$ cat config.mk
export PLATFORM = sky130hd
export DESIGN_NAME = alu4_arbiter
export DESIGN_NICKNAME = d
export VERILOG_FILES = /design/src/rtl/alu4_pkg.sv /design/src/rtl/alu4_core.sv /design/src/rtl/alu4_arbiter.sv
export SDC_FILE = /design/constraint.sdc
export NUM_CORES = 1
export LEC_CHECK = 0
export BUFFER_PORTS_ARGS = -buffer_cell sky130_fd_sc_hd__clkbuf_2
export CAP_MARGIN = 20
export CORE_AREA = 4 4 72 74
export CTS_CLUSTER_DIAMETER = 150
export DETAILED_ROUTE_END_ITERATION = 10
export DIE_AREA = 0 0 76 78
export PLACE_DENSITY = 0.85
export RECOVER_POWER = 100
export SLEW_MARGIN = 0
export SYNTH_ARGS = -nofsm -noshare
export SYNTH_HDL_FRONTEND = slang
export SYNTH_SLANG_ARGS = --single-unit
$ cat constraint.sdc
create_clock -name clk -period 1.95 [get_ports clk]
set_clock_uncertainty 0.15 [all_clocks]
set_input_delay 0.0975 -clock clk [delete_from_list [all_inputs] [get_ports clk]]
set_output_delay 0.0975 -clock clk [all_outputs]
set_load 0.1 [all_outputs]
$ cat src/rtl/alu4_pkg.sv
// Shared definitions for the 4-bit ALU arbiter: FSM state encoding and opcodes.
package alu4_pkg;

  typedef enum logic [1:0] {
    ST_IDLE = 2'd0,
    ST_EXEC = 2'd1,
    ST_RESP = 2'd2
  } state_t;

  localparam logic [3:0] OP_OR_A   = 4'd0;
  localparam logic [3:0] OP_XOR_A  = 4'd1;
  localparam logic [3:0] OP_AND_A  = 4'd2;
  localparam logic [3:0] OP_ZERO_A = 4'd3;
  localparam logic [3:0] OP_NOT_A  = 4'd4;
  localparam logic [3:0] OP_ZERO_B = 4'd5;
  localparam logic [3:0] OP_NOT_B  = 4'd6;
  localparam logic [3:0] OP_AND_B  = 4'd7;
  localparam logic [3:0] OP_AND    = 4'd8;
  localparam logic [3:0] OP_OR     = 4'd9;
  localparam logic [3:0] OP_XOR    = 4'd10;
  localparam logic [3:0] OP_GT     = 4'd11;
  localparam logic [3:0] OP_LT     = 4'd12;
  localparam logic [3:0] OP_EQ     = 4'd13;
  localparam logic [3:0] OP_ADD    = 4'd14;
  localparam logic [3:0] OP_SUB    = 4'd15;

endpackage

$ cat src/rtl/alu4_core.sv
// Purely combinational 4-bit ALU: x is the low result nibble, y the high nibble.
module alu4_core
  import alu4_pkg::*;
(
  input  logic [3:0] a,
  input  logic [3:0] b,
  input  logic [3:0] op,
  output logic [3:0] x,
  output logic [3:0] y
);

  logic [7:0] res;

  // Single-bit results sit in res[0]; the rest of res stays zero.
  always_comb begin
    res = 8'h00;
    case (op)
      OP_OR_A:   res = {7'b0, |a};
      OP_XOR_A:  res = {7'b0, ^a};
      OP_AND_A:  res = {7'b0, &a};
      OP_ZERO_A: res = {7'b0, a == 4'h0};
      OP_NOT_A:  res = {4'h0, ~a};
      OP_ZERO_B: res = {7'b0, b == 4'h0};
      OP_NOT_B:  res = {4'h0, ~b};
      OP_AND_B:  res = {7'b0, &b};
      OP_AND:    res = {4'h0, a & b};
      OP_OR:     res = {4'h0, a | b};
      OP_XOR:    res = {4'h0, a ^ b};
      OP_GT:     res = {7'b0, a > b};
      OP_LT:     res = {7'b0, a < b};
      OP_EQ:     res = {7'b0, a == b};
      OP_ADD:    res = {4'h0, a} + {4'h0, b};
      OP_SUB:    res = {4'h0, a} - {4'h0, b};
      default:   res = 8'h00;
    endcase
  end

  assign x = res[3:0];
  assign y = res[7:4];

endmodule

$ cat src/rtl/alu4_arbiter.sv
// Two requesters share one ALU through a round-robin arbiter and an IDLE/EXEC/RESP FSM.
// Handshakes: a transfer happens on a rising edge where valid && ready; valid and payload hold until then.
module alu4_arbiter
  import alu4_pkg::*;
#(
  parameter int CNT_W = 8
) (
  input  logic             clk,
  input  logic             rst,
  input  logic             req0_valid,
  output logic             req0_ready,
  input  logic [3:0]       req0_a,
  input  logic [3:0]       req0_b,
  input  logic [3:0]       req0_op,
  input  logic             req1_valid,
  output logic             req1_ready,
  input  logic [3:0]       req1_a,
  input  logic [3:0]       req1_b,
  input  logic [3:0]       req1_op,
  output logic             rsp_valid,
  input  logic             rsp_ready,
  output logic             rsp_id,
  output logic [3:0]       rsp_x,
  output logic [3:0]       rsp_y,
  output logic             busy,
  output logic [CNT_W-1:0] op_count,
  output state_t           dbg_state
);

  state_t     state, state_nxt;
  logic       rr_ptr;
  logic       grant0, grant1;
  logic [3:0] lat_a, lat_b, lat_op;
  logic       lat_id;
  logic [3:0] alu_x, alu_y;

  // rr_ptr == 1 means req1 wins a tie.
  always_comb begin
    state_nxt = state;
    grant0    = 1'b0;
    grant1    = 1'b0;
    case (state)
      ST_IDLE: begin
        if (req0_valid && (!req1_valid || !rr_ptr)) grant0 = 1'b1;
        else if (req1_valid)                        grant1 = 1'b1;
        if (grant0 || grant1) state_nxt = ST_EXEC;
      end
      ST_EXEC: state_nxt = ST_RESP;
      ST_RESP: if (rsp_ready) state_nxt = ST_IDLE;
      default: state_nxt = ST_IDLE;
    endcase
  end

  always_ff @(posedge clk) begin
    if (rst) begin
      state    <= ST_IDLE;
      rr_ptr   <= 1'b0;
      lat_a    <= 4'h0;
      lat_b    <= 4'h0;
      lat_op   <= 4'h0;
      lat_id   <= 1'b0;
      rsp_id   <= 1'b0;
      rsp_x    <= 4'h0;
      rsp_y    <= 4'h0;
      op_count <= '0;
    end else begin
      state <= state_nxt;
      if (grant0 || grant1) begin
        lat_a  <= grant1 ? req1_a  : req0_a;
        lat_b  <= grant1 ? req1_b  : req0_b;
        lat_op <= grant1 ? req1_op : req0_op;
        lat_id <= grant1;
        rr_ptr <= grant0;
      end
      if (state == ST_EXEC) begin
        rsp_x  <= alu_x;
        rsp_y  <= alu_y;
        rsp_id <= lat_id;
      end
      if (state == ST_RESP && rsp_ready) op_count <= op_count + 1'b1;
    end
  end

  alu4_core u_core (
    .a  (lat_a),
    .b  (lat_b),
    .op (lat_op),
    .x  (alu_x),
    .y  (alu_y)
  );

  // Grants are masked during reset so nothing is handed off on a reset edge.
  assign req0_ready = grant0 && !rst;
  assign req1_ready = grant1 && !rst;
  assign rsp_valid  = (state == ST_RESP);
  assign busy       = (state != ST_IDLE);
  assign dbg_state  = state;

endmodule

==> impl_results.rst <==
.. list-table::
   :header-rows: 1

   * - Metric
     - Value
   * - Mean instance size in the synthesized netlist
     - approximately 8.3 um^2
   * - Die Outline Area
     - slightly below 6000 um^2
   * - Half-perimeter wire length after placement
     - about 4.5 mm
   * - H-tree levels
     - 2
   * - Overall power after layout
     - 2.37 mW
   * - Initial core utilization
     - approximately 46%
   * - TritonCTS clock tree
     - yes
   * - ANT cells
     - 0
   * - Number of DRC violations after detailed routing
     - 0
   * - Share of synthesized area occupied by flip-flops and latches
     - just under 30%
   * - Final ANT Viol Nets
     - 0
   * - Cell Rows
     - 25
   * - Multi-input gate area
     - 1520 um^2
   * - Fin. max-slew vios
     - 0
   * - Number of filler instances in the final layout
     - 340
   * - Global routing usage summed across all routing layers
     - around 22%
   * - Yosys warns
     - 0
   * - Post-synth EDFFs
     - 0
   * - Delay contributed by the slowest stage of the critical path
     - between 400 and 500 ps
   * - Total wire length after detailed routing
     - 6.59 mm
   * - Initial antenna violation count
     - 0
   * - Top-level port count
     - 52
   * - Count of clock tree sinks
     - 31
   * - Worst Setup Path Type
     - reg2reg
   * - Vias in the first global route
     - about 2300
   * - Number of synthesized register bits
     - 31
   * - Smallest hold slack
     - ~2.4 ps
   * - HP Class
     - in2reg
   * - Average detailed-routed wire length per instance
     - 15.9 um
   * - Pin count of the biggest net entering global routing
     - 25
   * - Routability congestion estimate
     - 0.998
   * - Endpoints failing hold
     - 0
   * - Area taken by flip-flops and latches
     - about 640 um^2
   * - Total congestion overflow
     - 0
   * - Most instantiated flip-flop cell in the synthesis netlist
     - sky130_fd_sc_hd__dfxtp_1
   * - Proportion of layout cells with a drive suffix above 1
     - between 30% and 40%
   * - Cell class contributing the biggest share of worst-path delay
     - compound AO/OA/AOI/OAI gates
   * - Detailed-router iteration count before antenna repair
     - 6
   * - Die Y
     - between 70 and 80 um
   * - Violations in the final reports
     - negative setup slack
   * - Critical-path cell list
     - inv_2 -> ha_4 -> o21bai_1 -> a21oi_2 -> buf_4 -> o21ai_0 -> a21oi_1 -> o41a_1
   * - Cell area after synthesis
     - about 2100 um^2
   * - Share of synthesized cell area in and, or, nand and nor gates
     - between 20% and 30%
   * - Setup crit end kind
     - register
   * - Power per cell area
     - roughly 750 nW/um^2
   * - Leading cell type in the layout, fill and taps excluded
     - sky130_fd_sc_hd__clkbuf_2
   * - Maximum operating frequency
     - 0.503 GHz
   * - Arithmetic-cell share of the synthesized area counting full adders, half adders and majority gates
     - between 10% and 20%
   * - Post-synth ARST share
     - 0%
   * - Share of the core filled with cells in the final layout
     - about 69%
   * - Core Footprint
     - between 4000 and 5000 um^2
   * - CP max-delay cell
     - sky130_fd_sc_hd__o41a_1
   * - Post-synth net total
     - approximately 310
   * - Cts bufs inserted
     - 5
   * - Clk pin slew, worst setup/hold paths
     - roughly 70 ps
   * - XOR/XNOR Fraction of Synth Area
     - under 10%
   * - Highest net fanout along the worst path
     - 3
   * - Area delta synth->final
     - 49.2%
   * - Dpl ws
     - -98.5 ps
   * - Number of vias after detailed routing
     - between 2000 and 2500
   * - Setup repair after global routing missed its margin
     - true
   * - Worst setup slack after layout
     - -37.6 ps
   * - Static leakage
     - ~1.4 nW
   * - Number of failing setup endpoints in the final timing report
     - 2
   * - Synth Area in Compound Gates
     - 18.7%
   * - Later-pin clock latency in the skew report
     - 280 ps
   * - Commonest cells after routing, fill and taps aside
     - 48 x sky130_fd_sc_hd__clkbuf_2, 39 x sky130_fd_sc_hd__buf_4, 27 x sky130_fd_sc_hd__nor2_1, 22 x sky130_fd_sc_hd__dfxtp_1, 21 x sky130_fd_sc_hd__dlygate4sd3_1
   * - Data arrival, critical path
     - 2010 ps
   * - Syn Inst Count
     - 257
   * - Outcome
     - finished, violations left
   * - Fin crit period
     - 1990 ps
   * - Worst vdd ir
     - approximately 0.57 mV
   * - Number of distinct standard cells referenced by the synthesized netlist
     - 47
   * - Layout net count
     - 407
   * - Slew headroom
     - 22.9%
   * - Tcrit/Tclk final
     - 102%
   * - Deepest clock path buffer count
     - 2
   * - Dominant combinational cell family by area after synthesis
     - simple AND/OR/NAND/NOR gates
   * - Setup crit start kind
     - register
   * - Chip Width
     - around 76 um
   * - Violation count after the first detailed-routing iteration
     - 271
   * - Global-route wire length before repair
     - between 10 and 15 mm
   * - Mux share of post-synthesis cell area
     - 7.06%
   * - Buffer cell driving the clock tree root
     - sky130_fd_sc_hd__clkbuf_8
   * - Port Buf Inserts
     - 51
   * - Drt via density
     - around 5.6
   * - Required time of the critical path
     - around 2000 ps
   * - Crit path buf inv count
     - 2
   * - Max-cap violations
     - 0
   * - Slew @ Worst Pin
     - between 1000 and 1500 ps
[state kept, by name, summed over array words and instances (netlist names)]
name,cells
rsp_x,4
dbg_state,2
rr_ptr,1
lat_id,1
rsp_y,2
rsp_id,1
lat_b,4
lat_a,4
lat_op,4
op_count,8
[cells in the mapped netlist, types with 2 or more instances]
master,n,area (um^2)
sky130_fd_sc_hd__a21oi_1,17,85.1
sky130_fd_sc_hd__fa_1,2,40.0
sky130_fd_sc_hd__dfxtp_1,31,621
sky130_fd_sc_hd__inv_2,3,11.3
sky130_fd_sc_hd__nor3_1,7,35.0
sky130_fd_sc_hd__o21ai_1,2,10.0
sky130_fd_sc_hd__ha_1,17,213
sky130_fd_sc_hd__o21bai_1,4,30.0
sky130_fd_sc_hd__buf_2,8,40.0
sky130_fd_sc_hd__xnor2_1,4,35.0
sky130_fd_sc_hd__nand4_1,4,25.0
sky130_fd_sc_hd__nor2_1,28,105
sky130_fd_sc_hd__o2111ai_1,2,17.5
sky130_fd_sc_hd__o22ai_1,3,18.8
sky130_fd_sc_hd__nand3_1,7,35.0
sky130_fd_sc_hd__nand3b_1,3,22.5
sky130_fd_sc_hd__mux2i_1,15,150
sky130_fd_sc_hd__o31ai_1,2,15.0
sky130_fd_sc_hd__nor2b_1,4,25.0
sky130_fd_sc_hd__clkbuf_1,6,22.5
sky130_fd_sc_hd__a221oi_1,3,26.3
sky130_fd_sc_hd__nand2b_1,7,43.8
sky130_fd_sc_hd__nor3b_1,3,22.5
sky130_fd_sc_hd__a211oi_1,14,105
sky130_fd_sc_hd__nand2_1,16,60.1
sky130_fd_sc_hd__o21ai_0,2,10.0
sky130_fd_sc_hd__inv_1,10,37.5
sky130_fd_sc_hd__nor4_1,5,31.3
sky130_fd_sc_hd__xor2_1,7,61.3
sky130_fd_sc_hd__buf_4,4,30.0
[worst paths after layout]
kind	depth (start not counted)	startpoint	to	slack, ps
max reg2reg	8	lat_b[1]	rsp_x[0]	-40
min	3	req0_op[3]	lat_op[3]	2
max	8	lat_b[1]	rsp_x[0]	-40
min reg2reg	2	lat_id	lat_id	310
[routing by layer]
layer	track usage [%]	share of wire [%]
met2	39.2	51
met4	5.52	1.3
met1	28.0	41
met5	0	0
met3	3.36	6.4
[final cells by class]
cell class,instances,share of cell area [%]
Timing Repair Buffer,113,24.8
Tap cell,54,2.13
Clock buffer,8,3.19
Multi-Input combinational cell,195,47.9
Inverter,13,1.77
Sequential cell,31,20.2
[logic make-up (layout without fill, tap and decap cells)]
| logic type | count (synthesis) | in the layout |
|---|---|---|
| muxes | 15 | 15 |
| AOI/OAI and AO/OA | 58 | 58 |
| and+or+nand+nor | 92 | 92 |
| adders and majority gates | 19 | 19 |
| buffers and inverters | 31 | 134 |
| DFF | 31 | 31 |
| xor gates and xnor gates | 11 | 11 |
[repair_timing]
action | CTS | global route
gates resized for setup | 6 | 18
setup endpoints to repair | 3 | 4
hold buffers | 21 | 0
pin swaps | 2 | 14
endpoints found under the hold margin | 14 | 0
setup buffers | 0 | 2
cloned | 0 | 0
[worst reg2reg max path, cell delays in order (launching register included)]
cell,delay (ps)
sky130_fd_sc_hd__dfxtp_2,330
sky130_fd_sc_hd__inv_2,60
sky130_fd_sc_hd__ha_4,250
sky130_fd_sc_hd__o21bai_1,170
sky130_fd_sc_hd__a21oi_2,90
sky130_fd_sc_hd__buf_4,140
sky130_fd_sc_hd__o21ai_0,190
sky130_fd_sc_hd__a21oi_1,100
sky130_fd_sc_hd__o41a_1,410
[metrics by stage]
step | setup TNS, ps | area, um^2 | cells
5_1_grt | -519 | 3170 | 414
6_report | -73.1 | 3170 | 414
4_1_cts | -35.0 | 3100 | 412
2_1_floorplan | 0 | 2230 | 257
3_5_place_dp | -217 | 2780 | 383
3_3_place_gp | -73.3 | 2780 | 383
[power by group]
group | internal [mW] | leakage [nW] | total, mW | switching [mW]
clock network | 0.330 | 0.0506 | 0.572 | 0.241
registers | 0.685 | 0.258 | 0.747 | 0.0621
logic | 0.460 | 1.10 | 1.05 | 0.591
Power figures use the tool's default switching activity.
